<file path="config.mk">
export PLATFORM = sky130hd
export DESIGN_NAME = uart_tx_arbiter_flat
export DESIGN_NICKNAME = d
export VERILOG_FILES = /design/src/rtl/uart_tx_arbiter_if.sv /design/src/rtl/uart_tx_arbiter.sv /design/src/flat_wrapper.sv
export SDC_FILE = /design/constraint.sdc
export NUM_CORES = 1
export LEC_CHECK = 0
export ABC_AREA = 1
export BUFFER_PORTS_ARGS = -buffer_cell sky130_fd_sc_hd__buf_2
export CAP_MARGIN = 20
export CORE_MARGIN = 2
export CORE_UTILIZATION = 42
export CTS_CLUSTER_SIZE = 14
export DETAILED_ROUTE_END_ITERATION = 10
export PLACE_DENSITY_LB_ADDON = 0.1
export SLEW_MARGIN = 20
export SYNTH_ARGS = -nofsm -noshare
export SYNTH_HDL_FRONTEND = slang
export SYNTH_SLANG_ARGS = --single-unit
</file>
<file path="constraint.sdc">
create_clock -name clk -period 1.3 [get_ports clk]
set_input_delay 0.39 -clock clk [delete_from_list [all_inputs] [get_ports clk]]
set_output_delay 0.39 -clock clk [all_outputs]
set_load 0.1 [all_outputs]
</file>
<file path="src/rtl/uart_tx_arbiter_if.sv">
// Requester / uart_tx byte handshake bundle for uart_tx_arbiter.
// master = requesters plus transmitter side, slave = the arbiter.
interface uart_tx_arbiter_if #(
    parameter int unsigned NUM_REQ  = 2,
    parameter int unsigned ID_WIDTH = $clog2(NUM_REQ)
) ();
    logic [NUM_REQ*8-1:0] req_data;
    logic [NUM_REQ-1:0]   req_vld;
    logic [NUM_REQ-1:0]   req_last;
    logic [NUM_REQ-1:0]   req_rdy;
    logic [7:0]           tx_din;
    logic                 tx_din_vld;
    logic                 tx_din_rdy;
    logic                 busy;
    logic [ID_WIDTH-1:0]  grant_id;

    modport master (
        output req_data, req_vld, req_last, tx_din_rdy,
        input  req_rdy, tx_din, tx_din_vld, busy, grant_id
    );

    modport slave (
        input  req_data, req_vld, req_last, tx_din_rdy,
        output req_rdy, tx_din, tx_din_vld, busy, grant_id
    );
endinterface

</file>
<file path="src/rtl/uart_tx_arbiter.sv">
// Packet-granular round-robin arbiter sharing one uart_tx between NUM_REQ byte streams.
// Optional idle-grant timeout enabled by defining UART_ARB_TIMEOUT_EN.
module uart_tx_arbiter #(
    parameter int unsigned NUM_REQ        = 2,
    parameter int unsigned ID_WIDTH       = $clog2(NUM_REQ),
    parameter int unsigned TIMEOUT_CYCLES = 1024
) (
    input  logic             clk,
    input  logic             rstz,
    uart_tx_arbiter_if.slave bus
);

    typedef enum logic [1:0] {IDLE, FETCH, SEND} state_t;

    state_t              state_q;
    logic [ID_WIDTH-1:0] grant_q;
    logic [7:0]          din_q;
    logic                vld_q;
    logic                busy_q;
    logic                last_q;

    logic [7:0]          sel_data;
    logic                sel_vld;
    logic                sel_last;
    logic                pick_found;
    logic [ID_WIDTH-1:0] pick_id;
    logic [ID_WIDTH-1:0] cand;

`ifdef UART_ARB_TIMEOUT_EN
    localparam int unsigned CNT_WIDTH = $clog2(TIMEOUT_CYCLES + 1);
    logic [CNT_WIDTH-1:0] cnt_q;
`endif

    if (NUM_REQ < 2 || NUM_REQ > 8 || TIMEOUT_CYCLES == 0) begin : g_param_check
        $error("uart_tx_arbiter: NUM_REQ must be 2..8 and TIMEOUT_CYCLES nonzero");
    end

    // Granted requester's byte lane
    always_comb begin
        sel_data = 8'h00;
        sel_vld  = 1'b0;
        sel_last = 1'b0;
        for (int unsigned i = 0; i < NUM_REQ; i++) begin
            if (grant_q == ID_WIDTH'(i)) begin
                sel_data = bus.req_data[i*8 +: 8];
                sel_vld  = bus.req_vld[i];
                sel_last = bus.req_last[i];
            end
        end
    end

    // First valid requester after the rotation pointer, wrapping modulo NUM_REQ
    always_comb begin
        pick_found = 1'b0;
        pick_id    = grant_q;
        cand       = grant_q;
        for (int unsigned k = 1; k <= NUM_REQ; k++) begin
            cand = ID_WIDTH'((32'(grant_q) + k) % NUM_REQ);
            if (!pick_found && bus.req_vld[cand]) begin
                pick_found = 1'b1;
                pick_id    = cand;
            end
        end
    end

    assign bus.req_rdy    = (state_q == FETCH && sel_vld) ? (NUM_REQ'(1) << grant_q) : '0;
    assign bus.tx_din     = din_q;
    assign bus.tx_din_vld = vld_q;
    assign bus.busy       = busy_q;
    assign bus.grant_id   = grant_q;

    always_ff @(posedge clk or negedge rstz) begin
        if (!rstz) begin
            state_q <= IDLE;
            grant_q <= ID_WIDTH'(NUM_REQ - 1);
            din_q   <= 8'h00;
            vld_q   <= 1'b0;
            busy_q  <= 1'b0;
            last_q  <= 1'b0;
`ifdef UART_ARB_TIMEOUT_EN
            cnt_q   <= '0;
`endif
        end else begin
            case (state_q)
                IDLE: begin
                    if (pick_found) begin
                        grant_q <= pick_id;
                        busy_q  <= 1'b1;
                        state_q <= FETCH;
`ifdef UART_ARB_TIMEOUT_EN
                        cnt_q   <= '0;
`endif
                    end
                end
                FETCH: begin
                    if (sel_vld) begin
                        din_q   <= sel_data;
                        last_q  <= sel_last;
                        vld_q   <= 1'b1;
                        state_q <= SEND;
                    end
`ifdef UART_ARB_TIMEOUT_EN
                    // A stalled requester loses its grant as if its packet had ended
                    else if (cnt_q == CNT_WIDTH'(TIMEOUT_CYCLES - 1)) begin
                        busy_q  <= 1'b0;
                        state_q <= IDLE;
                    end else begin
                        cnt_q <= cnt_q + CNT_WIDTH'(1);
                    end
`endif
                end
                SEND: begin
                    if (bus.tx_din_rdy) begin
                        vld_q <= 1'b0;
                        if (last_q) begin
                            busy_q  <= 1'b0;
                            state_q <= IDLE;
                        end else begin
                            state_q <= FETCH;
`ifdef UART_ARB_TIMEOUT_EN
                            cnt_q   <= '0;
`endif
                        end
                    end
                end
                default: begin
                    state_q <= IDLE;
                    vld_q   <= 1'b0;
                    busy_q  <= 1'b0;
                end
            endcase
        end
    end

endmodule

</file>
<file path="src/flat_wrapper.sv">
// flat-port wrapper written by rule: the top's interface ports become plain ports
module uart_tx_arbiter_flat 
#(
    parameter int unsigned NUM_REQ        = 2,
    parameter int unsigned ID_WIDTH       = $clog2(NUM_REQ),
    parameter int unsigned TIMEOUT_CYCLES = 1024
)
  (clk, rstz, bus_req_data, bus_req_vld, bus_req_last, bus_tx_din_rdy, bus_req_rdy, bus_tx_din, bus_tx_din_vld, bus_busy, bus_grant_id);
  uart_tx_arbiter_if #(.NUM_REQ(NUM_REQ), .ID_WIDTH(ID_WIDTH)) bus_i ();
  input  logic clk;
  input  logic rstz;
  input wire logic [$bits(bus_i.req_data)-1:0] bus_req_data;
  input wire logic [$bits(bus_i.req_vld)-1:0] bus_req_vld;
  input wire logic [$bits(bus_i.req_last)-1:0] bus_req_last;
  input wire logic [$bits(bus_i.tx_din_rdy)-1:0] bus_tx_din_rdy;
  output wire logic [$bits(bus_i.req_rdy)-1:0] bus_req_rdy;
  output wire logic [$bits(bus_i.tx_din)-1:0] bus_tx_din;
  output wire logic [$bits(bus_i.tx_din_vld)-1:0] bus_tx_din_vld;
  output wire logic [$bits(bus_i.busy)-1:0] bus_busy;
  output wire logic [$bits(bus_i.grant_id)-1:0] bus_grant_id;
  assign bus_i.req_data = bus_req_data;
  assign bus_i.req_vld = bus_req_vld;
  assign bus_i.req_last = bus_req_last;
  assign bus_i.tx_din_rdy = bus_tx_din_rdy;
  assign bus_req_rdy = bus_i.req_rdy;
  assign bus_tx_din = bus_i.tx_din;
  assign bus_tx_din_vld = bus_i.tx_din_vld;
  assign bus_busy = bus_i.busy;
  assign bus_grant_id = bus_i.grant_id;
  uart_tx_arbiter #(.NUM_REQ(NUM_REQ), .ID_WIDTH(ID_WIDTH), .TIMEOUT_CYCLES(TIMEOUT_CYCLES)) u_core (.clk(clk), .rstz(rstz), .bus(bus_i));
endmodule
</file>
; Yosys cells after proc, flatten, opt, wreduce, memory -nomap -nowiden
; Index checks and enable logic that the tools add are counted.
; Widths: inputs -> output; s select.
[op_classes]
n_addsub = 2
order_cmp = 2
n_eq_ne = 6
n_shift = 1
mux = 24
bitwise_logic = 2
reduce_logical = 10
[op_table]
columns = cell, count
row1 = $mux 1, 16
row2 = $reduce_and 3->1, 3
row3 = $mux 2, 4
row4 = $mux 8, 1
row5 = $ne 2x1->1 const B, 3
row6 = $pmux 1 s3, 2
row7 = $pmux 2 s3, 1
row8 = $lt 1x2->1 const B, 2
row9 = $reduce_and 4->1, 1
row10 = $add 1x1->1 const B, 2
row11 = $eq 2x1->1 const B, 1
row12 = $eq 2x2->1 const B, 1
row13 = $logic_and 1x1->1, 2
row14 = $logic_not 2->1, 1
row15 = $ne 2x2->1 const B, 1
row16 = $not 1->1, 2
row17 = $reduce_and 2->1, 1
row18 = $reduce_bool 2->1, 1
row19 = $shl 1x1->2 const A, 1
row20 = $logic_not 1->1, 1
[word_totals]
register_bits = 14

; Longest topological paths before layout
; Gate-level depths: netlist (run 1).
[depth]
ltp_word = 9
depth_mapped = 7

; Worst setup path after synthesis (run 1)
; No wires, ideal clock.
[synth_path]
kind = flip-flop to output port
startpoint = register u_core.grant_q (netlist: u_core.bus.grant_id)
endpoint = output bus_req_rdy[1]
arrival_ns = 1.691
required_ns = 0.910
path_slack_ns = -0.781
path_stages_with_launch = 3
n_path_buf = 0
cell_sequence = dfstp_2 -> nand2_1 -> nor2_4
[synth_between]
elab_chain_cells = 3
elab_cells_between_ends = 4
classes_between = shift: 1 / mux: 2 / reduce/logical: 1
[synth_lines]
columns = element, line
row1 = "start, declared", uart_tx_arbiter.sv:16  ; logic [ID_WIDTH-1:0] grant_q;
row2 = "start signal, assigned", uart_tx_arbiter.sv:75  ; grant_q <= ID_WIDTH'(NUM_REQ - 1);
row3 = "start signal, assigned", uart_tx_arbiter.sv:87  ; grant_q <= pick_id;
row4 = $mux 1, uart_tx_arbiter.sv:44  ; if (grant_q == ID_WIDTH'(i)) begin
row5 = $logic_and 1x1->1, uart_tx_arbiter.sv:66  ; assign bus.req_rdy = (state_q == FETCH && sel_vld) ? (NUM_REQ'(1) << grant_q) : '0;
row6 = $mux 2 *, uart_tx_arbiter.sv:66
row7 = "end, declared", flat_wrapper.sv:16  ; output wire logic [$bits(bus_i.req_rdy)-1:0] bus_req_rdy;
; Every way passes the cells marked *; elsewhere a longest branch is shown, timed or not.

; Worst setup path in the final report (run 1)
; Ends and elaborated chain as after synthesis.

==> results of run 1 <==
per-stage QoR:
stage	hold WS [ns]	setup TNS, ns	instances
floorplan	0.0944	-4.91	85
global placement	0.305	-0.132	142
detailed placement	0.303	-0.149	142
CTS	0.318	-1.10	147
global route	0.326	-1.38	148
finish	0.323	-1.08	148
Yosys cell counts:
| master | n |
|---|---|
| sky130_fd_sc_hd__nand2_1 | 41 |
| sky130_fd_sc_hd__dfrtp_1 | 13 |
| sky130_fd_sc_hd__nand3_1 | 13 |
| sky130_fd_sc_hd__inv_1 | 5 |
| sky130_fd_sc_hd__nand2_2 | 2 |
| sky130_fd_sc_hd__nor2_1 | 2 |
| sky130_fd_sc_hd__nor2_4 | 2 |
| sky130_fd_sc_hd__a31oi_1 | 1 |
| sky130_fd_sc_hd__buf_6 | 1 |
| sky130_fd_sc_hd__dfstp_2 | 1 |
| sky130_fd_sc_hd__inv_2 | 1 |
| sky130_fd_sc_hd__nand3b_1 | 1 |
| sky130_fd_sc_hd__nor2_2 | 1 |
| sky130_fd_sc_hd__o21ai_1 | 1 |
routing by layer:
layer | wire length [um] | vias up | global-route usage (%)
met5 | 0 | - | 0
li1 | - | 360 | -
met1 | 739 | 309 | 23.2
met3 | 67 | 2 | 2.50
met4 | 16 | 0 | 10.9
met2 | 834 | 21 | 34.7
timing repair:
item / 4_1_cts / 5_1_grt
endpoints found under the hold margin: 13 / 0
buffers inserted: 0 / 1
cloned: 0 / 0
hold buffers: 1 / 0
gates resized for setup: 0 / 2
setup endpoints to repair: 3 / 15
final cells by class:
type / instances / area (um^2) / area share [%]
repair buffers: 44 / 444 / 37.8
flip-flops and latches: 14 / 355 / 30.2
multi-input cells: 64 / 297 / 25.2
clock buffers: 4 / 36.3 / 3.09
inverters: 6 / 22.5 / 1.92
well taps: 16 / 20.0 / 1.70
cell families after synthesis:
group,after synthesis,share of synthesized area [%]
buffers and inverters,7,5.03
AO/OA/AOI/OAI,2,1.68
AND/OR/NAND/NOR,62,41.0
flip-flops,14,52.3
sequential cells by signal (all words and copies together) (netlist names):
name,flops
u_core.bus.tx_din,8
u_core.bus.grant_id,1
u_core.bus.tx_din_vld,1
u_core.bus.busy,1
u_core.state_q,2
u_core.last_q,1
critical path, stage by stage (launching register included):
cell and delay [ns]:
sky130_fd_sc_hd__dfstp_4 0.65, sky130_fd_sc_hd__nand2_4 0.07, sky130_fd_sc_hd__nor2_4 0.12, sky130_fd_sc_hd__buf_12 0.18
worst paths after layout:
path | slack, ns | from | to | depth (start not counted)
worst max-delay path | -0.38 | u_core.bus.grant_id$_DFFE_PN1P_ | bus_req_rdy[1] | 3
worst max register to register | 0.03 | u_core.bus.grant_id$_DFFE_PN1P_ | u_core.bus.tx_din[6]$_DFFE_PN0P_ | 6
max in group asynchronous | 0.49 | rstz | u_core.bus.grant_id$_DFFE_PN1P_ | 2
min in group asynchronous | 0.53 | rstz | u_core.bus.busy$_DFFE_PN0P_ | 2
worst min register to register | 0.49 | u_core.last_q$_DFFE_PN0P_ | u_core.last_q$_DFFE_PN0P_ | 2
worst min-delay path | 0.32 | bus_req_data[3] | u_core.bus.tx_din[3]$_DFFE_PN0P_ | 3
==> out/results.ini, run 1 <==
[final_layout]
final_layout_size_suffix_gt1_share_pct = 42.4
num_antenna_cells = 0
postLayoutCoreUtil_pct = 78.0
final_cell_area_excluding_filler_cells_um2 = 1170
synthToLayoutAreaGrowth_pct = 74.9
layout_commonest_cell = sky130_fd_sc_hd__nand2_1
final_nets = 156
n_fill_cell = 116
mostFrequentLayoutCells = 39 x sky130_fd_sc_hd__nand2_1, 22 x sky130_fd_sc_hd__buf_2, 13 x sky130_fd_sc_hd__nand3_1, 13 x sky130_fd_sc_hd__buf_12, 13 x sky130_fd_sc_hd__dfrtp_1

[timing]
layout_setup_ws_ns = -0.385
timing.final.setup_violations = 3
worst-slew-pin-transition_ns = 0.314
slew_headroom_pct = 79.0
finalCritPeriodShare_pct = 130
fin_skew_ns = 0.00120
finalHoldViolCount = 0
grt_setup_unrepaired = yes
slew_violations = 0
timing.fmax_ghz = 0.594
final.min_clock_period_ns = 1.68

[placed_design]
pre_cts_ws_ns = -0.0740
dpl.hpwl_um = 1310
port-buffer-count = 35
detailed_place.area_um2 = 1110
gp_weighted_congestion = 0.745

[clocking]
cts-buffers-inserted = 3
cts_tree = built
tritoncts_num_sinks = 14
clock_path_buffers = 2
cts_htree_levels = 1
clk_pin_slew_ns = 0.09
clock-root-buffer = sky130_fd_sc_hd__clkbuf_4
worstSkewPairLatency_ns = 0.27

[floorplanning]
core_region_area_um2 = 1510
top_level_ports = 36
die-height_um = 44.0
start_util_pct = 44.6
die_w_um = 44.0
design.die.area_um2 = 1940
rows = 14

[status]
run_status = complete, but fails checks
violations = negative setup slack

[critical_path]
end_kind = primary output
crit_required_ns = 0.91
path_class = reg2out
cp-start-kind = flop
path_max_fanout = 3
crit_arrival_ns = 1.29

[routing]
route.final.wire_length_um = 1660
drtIter0Drc = 10
wire_per_inst_um = 11.2
drt_pre_antenna_iters = 4
routed_via_density = 4.68
detail_route.drc_violations = 0
route.antenna.remaining_nets = 0
routed-via-count = 692

[flow_run]
reported_max_cap_violation_count = 0

[synth]
synth_net_count = 108
netlist-cell-type-count = 14
yosys_register_bits = 14
synth.yosys.warnings = 0
synth_top_area_share_pct = 48.4
netlist_area_um2 = 672
synthCells = 85
synth_area_leaders = sky130_fd_sc_hd__dfrtp_1 48%, sky130_fd_sc_hd__nand2_1 23%, sky130_fd_sc_hd__nand3_1 9.7%, sky130_fd_sc_hd__dfstp_2 3.9%, sky130_fd_sc_hd__nor2_4 3.4%
postSynthAreaPerCell_um2 = 7.90
ys_seq_area_share_pct = 52.3
synth_area_leader_cell = sky130_fd_sc_hd__dfrtp_1

[hold_path]
hold_class = in2reg

[global_route]
largest_net_degree_at_the_start_of_global_routing = 15
grt_pass1_wl_um = 2790
grt.overflow.total = 0
antenna_violations_before_repair = 0
via_count_of_the_first_global_routing_pass = 706
global_route.usage.total_pct = 19.8

Power of run 1 is left out: the tool's default activity adds up to more than one toggle a clock period on the data nets, which glitch-free logic cannot reach.
==> inputs of run 2 (changes only) <==
CORE_UTILIZATION = 40   (was 42)
==> run 2 against run 1 <==
Against the previous run: the run still ends with negative setup slack left; hold slack got worse by 0.0099 ns; first-iteration DRC count is the same; global-route usage down 0.90 points; worst setup slack got worse by 0.0076 ns; fmax down 0.45%; clock skew increased by 0.0043 ns; die area rose by 4.6%; cell area is 0.96% higher; largest cell class unchanged.
==> out/results.ini, run 2 (synthesis results as in run 1) <==
[critical_path]
crit_required_ns = 0.91  ; about the same
path_max_fanout = 3  ; unchanged
critical_path.max_stage_delay_ns = 0.65  ; about the same
critical_path_depth = 3  ; unchanged
crit_path_cell_trace = nand2_4 -> nor2_4 -> buf_12  ; unchanged
worst-r2r-cell-count = 9  ; was 6
critPathSlowestCell = sky130_fd_sc_hd__dfstp_4  ; unchanged
cpLargestDelayFamily = flip-flops  ; unchanged
end_kind = primary output  ; unchanged
path_class = reg2out  ; unchanged
crit_arrival_ns = 1.30  ; was 1.29 ns
cp-start-kind = flop  ; unchanged
worst-path-buf-inv = 1  ; unchanged
worstReg2RegStart = u_core.bus.grant_id$_DFFE_PN1P_  ; unchanged
launch_point_of_the_critical_path = u_core.bus.grant_id$_DFFE_PN1P_  ; unchanged

[clocking]
clock_path_buffers = 2  ; unchanged
clock-root-buffer = sky130_fd_sc_hd__clkbuf_4  ; unchanged
cts_tree = built  ; unchanged
cts_htree_levels = 1  ; unchanged
tritoncts_num_sinks = 14  ; unchanged
clk_pin_slew_ns = 0.09  ; about the same
worstSkewPairLatency_ns = 0.29  ; was 0.27 ns
cts-buffers-inserted = 3  ; unchanged

[placed_design]
detailed_place.area_um2 = 1110  ; unchanged
port-buffer-count = 35  ; unchanged
gp_weighted_congestion = 0.778  ; was 0.745
dpl.hpwl_um = 1300  ; was 1310 um

[final_layout]
num_antenna_cells = 0  ; unchanged
final_nets = 157  ; was 156
synthToLayoutAreaGrowth_pct = 76.5  ; was 74.9%
final_layout_size_suffix_gt1_share_pct = 42.9  ; was 42.4%
mostFrequentLayoutCells = 39 x sky130_fd_sc_hd__nand2_1, 22 x sky130_fd_sc_hd__buf_2, 13 x sky130_fd_sc_hd__nand3_1, 13 x sky130_fd_sc_hd__buf_12, 13 x sky130_fd_sc_hd__dfrtp_1  ; unchanged
largest_register_ffs = 8  ; unchanged
final_cell_area_excluding_filler_cells_um2 = 1190  ; was 1170 um^2
layout_commonest_cell = sky130_fd_sc_hd__nand2_1  ; unchanged

[timing]
layout_setup_ws_ns = -0.392  ; was -0.385 ns
timing.final.setup_violations = 15  ; was 3
slew_violations = 0  ; unchanged
timing.fmax_ghz = 0.591  ; was 0.594 GHz
fin_setup_tns_ns = -2.71  ; was -1.08 ns
finalCritPeriodShare_pct = 130  ; about the same
worst-slew-pin-transition_ns = 0.312  ; was 0.314 ns
grt_setup_unrepaired = yes  ; unchanged
finalHoldViolCount = 0  ; unchanged
final.min_clock_period_ns = 1.69  ; was 1.68 ns
slew_headroom_pct = 79.2  ; was 79.0%
fin_skew_ns = 0.00555  ; was 0.00120 ns

[status]
run_status = complete, but fails checks  ; unchanged
violations = negative setup slack  ; unchanged

[global_route]
grt.overflow.total = 0  ; unchanged
global_route.usage.total_pct = 18.9  ; was 19.8%
antenna_violations_before_repair = 0  ; unchanged
via_count_of_the_first_global_routing_pass = 641  ; was 706
largest_net_degree_at_the_start_of_global_routing = 15  ; unchanged
grt_pass1_wl_um = 2680  ; was 2790 um

[routing]
wire_per_inst_um = 11.6  ; was 11.2 um
routed-via-count = 711  ; was 692
drt_pre_antenna_iters = 4  ; unchanged
route.final.wire_length_um = 1730  ; was 1660 um
detail_route.drc_violations = 0  ; unchanged
routed_via_density = 4.77  ; was 4.68
drtIter0Drc = 10  ; unchanged
route.antenna.remaining_nets = 0  ; unchanged

[floorplanning]
top_level_ports = 36  ; unchanged
core_region_area_um2 = 1540  ; was 1510 um^2
design.die.area_um2 = 2020  ; was 1940 um^2
start_util_pct = 43.6  ; was 44.6%
die-height_um = 45.0  ; was 44.0 um
die_w_um = 45.0  ; was 44.0 um
rows = 14  ; unchanged

[flow_run]
reported_max_cap_violation_count = 0  ; unchanged

[hold_path]
hold_class = in2reg  ; unchanged
min-delay-start = bus_req_data[1]  ; was bus_req_data[3]
worstHoldPathCells = 3  ; unchanged

-- run 2: path summary, 6_finish.rpt --
check	to	slack [ns]
worst max-delay path	bus_req_rdy[1]	-0.39
worst min-delay path	u_core.bus.tx_din[1]$_DFFE_PN0P_	0.31
worst max register to register	u_core.bus.tx_din[6]$_DFFE_PN0P_	-0.17
worst min register to register	u_core.last_q$_DFFE_PN0P_	0.50
max in group asynchronous	u_core.bus.grant_id$_DFFE_PN1P_	0.49
min in group asynchronous	u_core.bus.busy$_DFFE_PN0P_	0.52
-- run 2: what timing repair did --
item | 4_1_cts | 5_1_grt
gates resized for setup | 0 | 3
setup buffers | 1 | 1
pin swaps | 1 | 1
endpoints found under the hold margin | 13 | 0
hold buffers | 1 | 0
endpoints found under the setup margin | 3 | 15
-- run 2: cell type report --
type                       instances  area, um^2
fill                             114         355
tap                               16        20.0
timing repair buffer              45         455
multi-input combinational         64         297
sequential                        14         355
clock buffer                       4        36.3
inverter                           6        22.5
-- run 2: metrics by stage --
stage | utilization (%) | hold slack, ns | setup WS [ns] | cells
6_report | 76.9 | 0.313 | -0.392 | 149
2_1_floorplan | - | 0.0944 | -0.538 | 85
5_1_grt | 76.9 | 0.321 | -0.431 | 149
3_5_place_dp | 72.3 | 0.304 | -0.0755 | 142
4_1_cts | 75.8 | 0.311 | -0.403 | 148
3_3_place_gp | 72.3 | 0.302 | -0.0705 | 142
-- run 2: worst min-delay path, stage by stage --
cell and delay [ns]:
sky130_fd_sc_hd__buf_2 0.07, sky130_fd_sc_hd__nand2_1 0.04, sky130_fd_sc_hd__nand3_1 0.07
-- run 2: routing by layer --
layer / part of all wire [%] / GRT usage (%) / vias up
li1: - / - / 362
met1: 46 / 24.2 / 316
met2: 45 / 28.3 / 29
met3: 6.6 / 4.80 / 4
met4: 2.3 / 12.4 / 0
met5: 0 / 0 / -
Power of run 2 is left out for the same reason.
